--- src/rtl/otter_lsu_pkg.sv ---
// rtl/otter_lsu_pkg.sv - shared types and constants for the OTTER load/store unit
// Contents: lsu_state_e FSM encoding, funct3 access codes, default IO base,
//           f3_bytes() access-size helper.
package otter_lsu_pkg;

  typedef enum logic [2:0] {
    ST_IDLE = 3'd0,
    ST_RD_A = 3'd1,
    ST_RD_B = 3'd2,
    ST_CAPT = 3'd3,
    ST_WR_A = 3'd4,
    ST_WR_B = 3'd5,
    ST_RESP = 3'd6
  } lsu_state_e;

  localparam logic [2:0] F3_B  = 3'd0;
  localparam logic [2:0] F3_H  = 3'd1;
  localparam logic [2:0] F3_W  = 3'd2;
  localparam logic [2:0] F3_BU = 3'd4;
  localparam logic [2:0] F3_HU = 3'd5;

  localparam logic [31:0] IO_BASE_DEFAULT = 32'h1100_0000;

  // Byte count for funct3[1:0]; code 3 is rejected before this matters.
  function automatic logic [2:0] f3_bytes(input logic [1:0] sz);
    case (sz)
      2'd0:    f3_bytes = 3'd1;
      2'd1:    f3_bytes = 3'd2;
      default: f3_bytes = 3'd4;
    endcase
  endfunction

endpackage

--- src/rtl/otter_lsu_align.sv ---
// rtl/otter_lsu_align.sv - combinational load extract and store lane merge
// Ports: words_i   {w1,w0} captured memory words (w0 = lower address)
//        off_i     byte offset of the request inside w0
//        funct3_i  access size / signedness
//        wdata_i   right-justified store data
//        load_o    extracted, sign/zero-extended load result
//        merged0_o / merged1_o  words to write back for a store
module otter_lsu_align
  import otter_lsu_pkg::*;
(
  input  logic [63:0] words_i,
  input  logic [1:0]  off_i,
  input  logic [2:0]  funct3_i,
  input  logic [31:0] wdata_i,
  output logic [31:0] load_o,
  output logic [31:0] merged0_o,
  output logic [31:0] merged1_o
);

  logic [4:0]  sh;
  logic [31:0] t;
  logic [31:0] lane_mask;
  logic [63:0] mask64;
  logic [63:0] d64;
  logic [63:0] merged;

  always_comb begin
    sh = {off_i, 3'b000};
    t  = 32'(words_i >> sh);
    case (funct3_i[1:0])
      F3_B[1:0]: begin
        lane_mask = 32'h0000_00FF;
        load_o    = {{24{t[7] & ~funct3_i[2]}}, t[7:0]};
      end
      F3_H[1:0]: begin
        lane_mask = 32'h0000_FFFF;
        load_o    = {{16{t[15] & ~funct3_i[2]}}, t[15:0]};
      end
      default: begin
        lane_mask = 32'hFFFF_FFFF;
        load_o    = t;
      end
    endcase
    // Little-endian lanes: bytes that spill past w0 land in the low lanes of w1.
    mask64 = {32'd0, lane_mask} << sh;
    d64    = {32'd0, wdata_i} << sh;
    merged = (words_i & ~mask64) | (d64 & mask64);
  end

  assign merged0_o = merged[31:0];
  assign merged1_o = merged[63:32];

endmodule

--- src/rtl/otter_lsu.sv ---
// rtl/otter_lsu.sv - OTTER load/store unit: splits misaligned accesses, RMW partial stores
// Config macro: LSU_FAST_STORE_EN (non-IO, non-spanning stores use memory lane enables).
// Ports: MEM_CLK, MEM_RST_N (async active-low)
//        LSU_REQ/WE/ADDR/WDATA/FUNCT3 request in; LSU_BUSY/DONE/ERR/RDATA status out
//        MEM_ADDR2/DIN2/WRITE2/READ2/SIZE/SIGN memory data port out; MEM_DOUT2 read data in
module otter_lsu
  import otter_lsu_pkg::*;
#(
  parameter int          ACTUAL_WIDTH = 14,
  parameter logic [31:0] IO_BASE      = IO_BASE_DEFAULT
) (
  input  logic        MEM_CLK,
  input  logic        MEM_RST_N,
  input  logic        LSU_REQ,
  input  logic        LSU_WE,
  input  logic [31:0] LSU_ADDR,
  input  logic [31:0] LSU_WDATA,
  input  logic [2:0]  LSU_FUNCT3,
  output logic        LSU_BUSY,
  output logic        LSU_DONE,
  output logic        LSU_ERR,
  output logic [31:0] LSU_RDATA,
  output logic [31:0] MEM_ADDR2,
  output logic [31:0] MEM_DIN2,
  output logic        MEM_WRITE2,
  output logic        MEM_READ2,
  output logic [1:0]  MEM_SIZE,
  output logic        MEM_SIGN,
  input  logic [31:0] MEM_DOUT2
);

  localparam logic [32:0] MEM_LIMIT = 33'd1 << (ACTUAL_WIDTH + 2);
`ifdef LSU_FAST_STORE_EN
  localparam logic FAST_STORE = 1'b1;
`else
  localparam logic FAST_STORE = 1'b0;
`endif

  lsu_state_e  state_q, state_d;
  logic [31:0] addr_q, wdata_q, w0_q, w1_q, rdata_q;
  logic [2:0]  f3_q;
  logic        we_q, io_q, span_q, err_q, fast_q;

  // Request decode, evaluated on the raw inputs so it can be latched in IDLE.
  logic [2:0]  req_n;
  logic        req_io, req_span, req_bad_f3, req_err, req_fast;
  logic [32:0] req_wb;

  always_comb begin
    req_n      = f3_bytes(LSU_FUNCT3[1:0]);
    req_io     = LSU_ADDR >= IO_BASE;
    req_span   = ({1'b0, LSU_ADDR[1:0]} + req_n) > 3'd4;
    req_wb     = {1'b0, LSU_ADDR[31:2], 2'b00} + 33'd4;  // 33 bits: no wrap to 0
    req_bad_f3 = !(LSU_FUNCT3 inside {F3_B, F3_H, F3_W, F3_BU, F3_HU});
    req_err    = req_bad_f3
              || (!req_io && ({1'b0, LSU_ADDR} >= MEM_LIMIT))
              || (!req_io && req_span && (req_wb >= MEM_LIMIT));
    req_fast   = FAST_STORE && LSU_WE && !req_io && !req_span;
  end

  logic [31:0] word_a, word_b, align_load, merged0, merged1, load_val;

  assign word_a = {addr_q[31:2], 2'b00};
  assign word_b = word_a + 32'd4;

  otter_lsu_align u_align (
    .words_i   ({w1_q, w0_q}),
    .off_i     (addr_q[1:0]),
    .funct3_i  (f3_q),
    .wdata_i   (wdata_q),
    .load_o    (align_load),
    .merged0_o (merged0),
    .merged1_o (merged1)
  );

  assign load_val = io_q ? w0_q : align_load;

  always_comb begin
    state_d = state_q;
    case (state_q)
      ST_IDLE: if (LSU_REQ) begin
        if (req_err)                  state_d = ST_RESP;
        else if (LSU_WE && (req_io || req_fast)) state_d = ST_WR_A;
        else                          state_d = ST_RD_A;
      end
      ST_RD_A: state_d = span_q ? ST_RD_B : ST_CAPT;
      ST_RD_B: state_d = ST_CAPT;
      ST_CAPT: state_d = we_q ? ST_WR_A : ST_RESP;
      ST_WR_A: state_d = span_q ? ST_WR_B : ST_RESP;
      ST_WR_B: state_d = ST_RESP;
      default: state_d = ST_IDLE;
    endcase
  end

  always_ff @(posedge MEM_CLK or negedge MEM_RST_N) begin
    if (!MEM_RST_N) begin
      state_q <= ST_IDLE;
      addr_q  <= '0;
      wdata_q <= '0;
      f3_q    <= '0;
      we_q    <= 1'b0;
      io_q    <= 1'b0;
      span_q  <= 1'b0;
      err_q   <= 1'b0;
      fast_q  <= 1'b0;
      w0_q    <= '0;
      w1_q    <= '0;
      rdata_q <= '0;
    end else begin
      state_q <= state_d;
      case (state_q)
        ST_IDLE: if (LSU_REQ) begin
          addr_q  <= LSU_ADDR;
          wdata_q <= LSU_WDATA;
          f3_q    <= LSU_FUNCT3;
          we_q    <= LSU_WE;
          io_q    <= req_io;
          span_q  <= req_span && !req_io;  // IO space is never split
          err_q   <= req_err;
          fast_q  <= req_fast;
        end
        ST_RD_B: w0_q <= MEM_DOUT2;
        ST_CAPT: if (span_q) w1_q <= MEM_DOUT2; else w0_q <= MEM_DOUT2;
        ST_RESP: if (!we_q && !err_q) rdata_q <= load_val;
        default: ;
      endcase
    end
  end

  always_comb begin
    MEM_ADDR2  = '0;
    MEM_DIN2   = '0;
    MEM_WRITE2 = 1'b0;
    MEM_READ2  = 1'b0;
    MEM_SIZE   = 2'd0;
    LSU_DONE   = 1'b0;
    LSU_ERR    = 1'b0;
    case (state_q)
      ST_RD_A: begin
        MEM_READ2 = 1'b1;
        MEM_ADDR2 = io_q ? addr_q : word_a;
        MEM_SIZE  = 2'd2;
      end
      ST_RD_B: begin
        MEM_READ2 = 1'b1;
        MEM_ADDR2 = word_b;
        MEM_SIZE  = 2'd2;
      end
      ST_WR_A: begin
        MEM_WRITE2 = 1'b1;
        MEM_ADDR2  = (io_q || fast_q) ? addr_q  : word_a;
        MEM_DIN2   = (io_q || fast_q) ? wdata_q : merged0;
        MEM_SIZE   = fast_q ? f3_q[1:0] : 2'd2;
      end
      ST_WR_B: begin
        MEM_WRITE2 = 1'b1;
        MEM_ADDR2  = word_b;
        MEM_DIN2   = merged1;
        MEM_SIZE   = 2'd2;
      end
      ST_RESP: begin
        LSU_DONE = 1'b1;
        LSU_ERR  = err_q;
      end
      default: ;
    endcase
  end

  assign LSU_BUSY  = state_q != ST_IDLE;
  assign MEM_SIGN  = 1'b0;
  // The fresh result is visible during the DONE cycle and held afterwards.
  assign LSU_RDATA = (state_q == ST_RESP && !we_q && !err_q) ? load_val : rdata_q;

endmodule

--- config.mk ---
export PLATFORM = sky130hd
export DESIGN_NAME = otter_lsu
export DESIGN_NICKNAME = d
export VERILOG_FILES = /design/src/rtl/otter_lsu_pkg.sv /design/src/rtl/otter_lsu_align.sv /design/src/rtl/otter_lsu.sv
export SDC_FILE = /design/constraint.sdc
export NUM_CORES = 1
export LEC_CHECK = 0
export ABC_AREA = 0
export CORE_AREA = 2 2 189 237
export DETAILED_ROUTE_END_ITERATION = 10
export DIE_AREA = 0 0 191 239
export SYNTH_ARGS = -nofsm -noshare
export SYNTH_HDL_FRONTEND = slang
export SYNTH_SLANG_ARGS = --single-unit
--- constraint.sdc ---
create_clock -name MEM_CLK -period 2.7 [get_ports MEM_CLK]
set_clock_uncertainty 0.05 [all_clocks]
set_input_delay 0.54 -clock MEM_CLK [delete_from_list [all_inputs] [get_ports MEM_CLK]]
set_output_delay 0.54 -clock MEM_CLK [all_outputs]
set_load 0.005 [all_outputs]
==> key figures <==
Min path
  – Hold crit path type: flop to flop
  – Worst Hold Path Cells: 2
  – Hold Path End: rdata_q[10]
  – HP Start: rdata_q[10]

Clocking
  – CTS tree: built
  – H-tree levels: 4
  – Max Root-Sink Buffers: 2
  – Clock sink count: 170
  – Root Buffer: clkbuf_16
  – Clock Latency Late Sink: 0.46 ns
  – Worst-path clk slew: around 0.070 ns
  – CTS Buf Count: 17

STA
  – Worst Tran Pin Value: 0.701 ns
  – WHS: 0.424 ns
  – Maximum clock rate: around 300 MHz
  – Final Hold Viols: 0
  – RSZ-0062 raised after global routing: true
  – Slew headroom: 53.2%
  – Period utilization: 122%
  – Setup-failing EPs final: slightly above 90
  – Tmin final: roughly 3.3 ns
  – Setup slack after layout: -0.606 ns
  – Slew Limit Fails: 0

Floorplan
  – Die area: ~46,000 sq um
  – Core footprint: 43,600 sq um
  – Die Span X: 191 um
  – Io pins: around 210
  – Die height: 239 um
  – Std-Cell Rows: 86
  – Starting density of the core: 24.6%

Pwr
  – P_int: 14,700 uW
  – Clock power frac: under 10%
  – Total power: 26,600 uW
  – Sequential share of power: 20.0%
  – Switch Pwr: 11,900 uW
  – Gate power share: 70.1%
  – Pleak: roughly 0.0085 uW
  – Sw frac: 44.9%
  – Pwr per Cell Area: 1410 nW/um^2
  – Maximum VDD drop: 673 uV

Routing
  – Drc violations: 0
  – Vias per cell: 5.23
  – DRT iter0 DRCs: 951
  – Avg WL per Cell: 22.2 um
  – First-pass DRT Iterations: 6
  – Vias after detailed routing: ~12,000
  – Routed Antenna Nets: 0
  – Final wirelength: 52.6 mm

Place
  – Dpl cell area: 15,100 sq um
  – Routability-driven placement congestion ratio: 0.971
  – Port Buf Inserts: 204
  – Setup WS pre-CTS: -0.599 ns
  – Hpwl dp: 35.5 mm

Synthesis
  – Most common cell in the synthesized netlist: nand2_1
  – EDFF count, synth: 0
  – Synth Flop Type: dfrtp_1
  – Area contributors post-synth: dfrtp_1 40%, nand2_1 10%, mux2_2 7.3%
  – Seq cells post-synth: between 150 and 200
  – Post-Syn Instances: 1,277
  – Post-synth top cells: 292 x nand2_1, 170 x dfrtp_1, 101 x o21ai_0
  – Synthesized cell area: 10,700 sq um
  – Sequential-to-total area share from yosys stat: 39.6%
  – Post-synth cell types: 58
  – Synth warn: 0
  – Mapped Avg Cell Area: 8.41 sq um
  – Area leader, netlist: dfrtp_1
  – Area share of the largest cell type after synthesis: about two fifths
  – Asr flop ratio synth: 100%

Setup path
  – Worst EP required: 2.11 ns
  – Critical path's slowest cell: dfrtp_4
  – CP Data Arrival Time: 2.72 ns
  – R2r startpoint: addr_q[0]
  – Crit path max-delay family: compound AO/OA/AOI/OAI gates
  – CP Buf/Inv Count: 2
  – Worst stage delay on the critical path: approximately 0.55 ns
  – R2r setup slk: 0.28 ns
  – Crit path cell chain: mux2_4 > a22oi_2 > a211oi_4 > a31oi_4 > o21a_4 > buf_12 > a221oi_4 > a21o_1 > buf_2
  – Crit-path max FO: 7
  – CP Class: flop to primary output
  – Startpoint types: flop
  – CP endpoint kind: primary output
  – Reg2reg path depth: 9
  – Reg-to-Reg End: rdata_q[19]

Final layout
  – Layout Nets: about 1,900
  – Final core occ: 43.2%
  – Design Area, Final: 18,800 sq um
  – Area Overhead vs Synth: 75.3%
  – Fillers: 4,062
  – Share of cells above drive strength 1: 48.7%

Global route
  – Initial antenna violation count: 1
  – Pin count of the biggest net entering global routing: 68
  – Number of global-route vias before repair: about 13,000
  – GR Util All Layers: 22.4%
  – GRT overflow: 0
  – First-pass GRT wire length: 76.8 mm

Flow run
  – Max_cap viols: 0

Outcome
  – Status: complete, but fails checks
  – Failing checks: setup timing
==> worst min-delay path, delay by kind of cell, from the launching register on <==
family          cells  cell delay (ns)
simple gates        1             0.05
flops               1             0.33
compound gates      1             0.06
==> metrics by stage <==
stage / std cells / setup TNS (ns)
2_1_floorplan: 1278 / -0.0351
3_3_place_gp: 2180 / -29.86
3_5_place_dp: 2180 / -32.57
4_1_cts: 2340 / -34.86
5_1_grt: 2366 / -42.70
6_report: 2367 / -36.06
==> routing by layer <==
| metal | up-vias | routed length [um] | GRT usage (%) |
|---|---|---|---|
| met2 | 570 | 26200 | 39.1 |
| li1 | 5544 | - | - |
| met1 | 6085 | 20100 | 26.3 |
| met5 | - | 9 | 0 |
| met3 | 175 | 2990 | 3.11 |
| met4 | 2 | 3310 | 12.5 |
==> layout make-up <==
cell class / instances / area, sq um / share of cell area [%]
Clock buffer: 18 / 439 / 2.33
Multi-Input combinational cell: 981 / 7700 / 40.9
Tap cell: 572 / 716 / 3.80
Sequential cell: 170 / 4260 / 22.6
Timing Repair Buffer: 582 / 5430 / 28.8
Antenna cell: 1 / 2.50 / 0.0133
Inverter: 30 / 121 / 0.644
Clock inverter: 13 / 166 / 0.884
==> cell usage in the layout (no fill, tap or decap), drive strengths merged, types with 7 or more instances in the layout <==
master           n
and2            13
mux2            70
a21o            36
a31oi           11
or2              7
o21ai          101
nor2b           11
o22ai           15
and3            15
buf            466
nand4           13
clkbuf          23
mux4            16
dfrtp          170
nand3           26
nor2            99
a311oi           9
mux2i           51
a211oi          50
a221oi          16
nand2          292
clkdlybuf4s50   98
inv             33
a21oi           68
==> timing repair <==
item | 4_1_cts | 5_1_grt
pin swaps | 171 | 134
hold buffers | 1 | 0
endpoints found under the setup margin | 98 | 100
gates resized for setup | 746 | 230
buffers inserted | 131 | 48
gates cloned | 12 | 1
hold endpoints to repair | 37 | 0
==> how the worst max path moves through the flow <==
| stage | slack, ns | depth (start not counted) | from | endpoint |
|---|---|---|---|---|
| global route | -0.67 | 10 | addr_q[0] | LSU_RDATA[21] |
| global placement | -0.54 | 9 | f3_q[1] | MEM_DIN2[2] |
| finish | -0.61 | 9 | addr_q[0] | LSU_RDATA[19] |
| detailed placement | -0.60 | 8 | addr_q[0] | LSU_RDATA[18] |
| floorplan | -0.03 | 7 | addr_q[1] | LSU_RDATA[23] |
| CTS | -0.61 | 9 | addr_q[0] | LSU_RDATA[29] |
==> cells by family after synthesis <==
kind of cell,share of synthesized area (%)
simple gates,19.7
compound gates,19.9
flops,39.6
mux,15.4
buf+inv,4.58
xor+xnor,0.326
fa+ha+maj,0.419
other cells,0.0349
==> sequential cells by signal, summed over array words and instances, names as in the netlist <==
signal and count:
we_q 1, f3_q 3, err_q 1, wdata_q 32
addr_q 32, w1_q 32, rdata_q 32, w0_q 32
state_q 3, span_q 1, io_q 1
==> power by group through the flow <==
| stage | Sequential [uW] | Clock, uW | Combinational [uW] |
|---|---|---|---|
| after floorplan | 4630 | 0 | 6510 |
| after global placement | 5080 | 0 | 12700 |
| after detailed placement | 5110 | 0 | 12800 |
| after CTS | 5160 | 2680 | 16400 |
| after global routing | 5380 | 2790 | 19600 |
| final | 5310 | 2640 | 18600 |
Note: power is estimated with default switching activity, not from simulation.
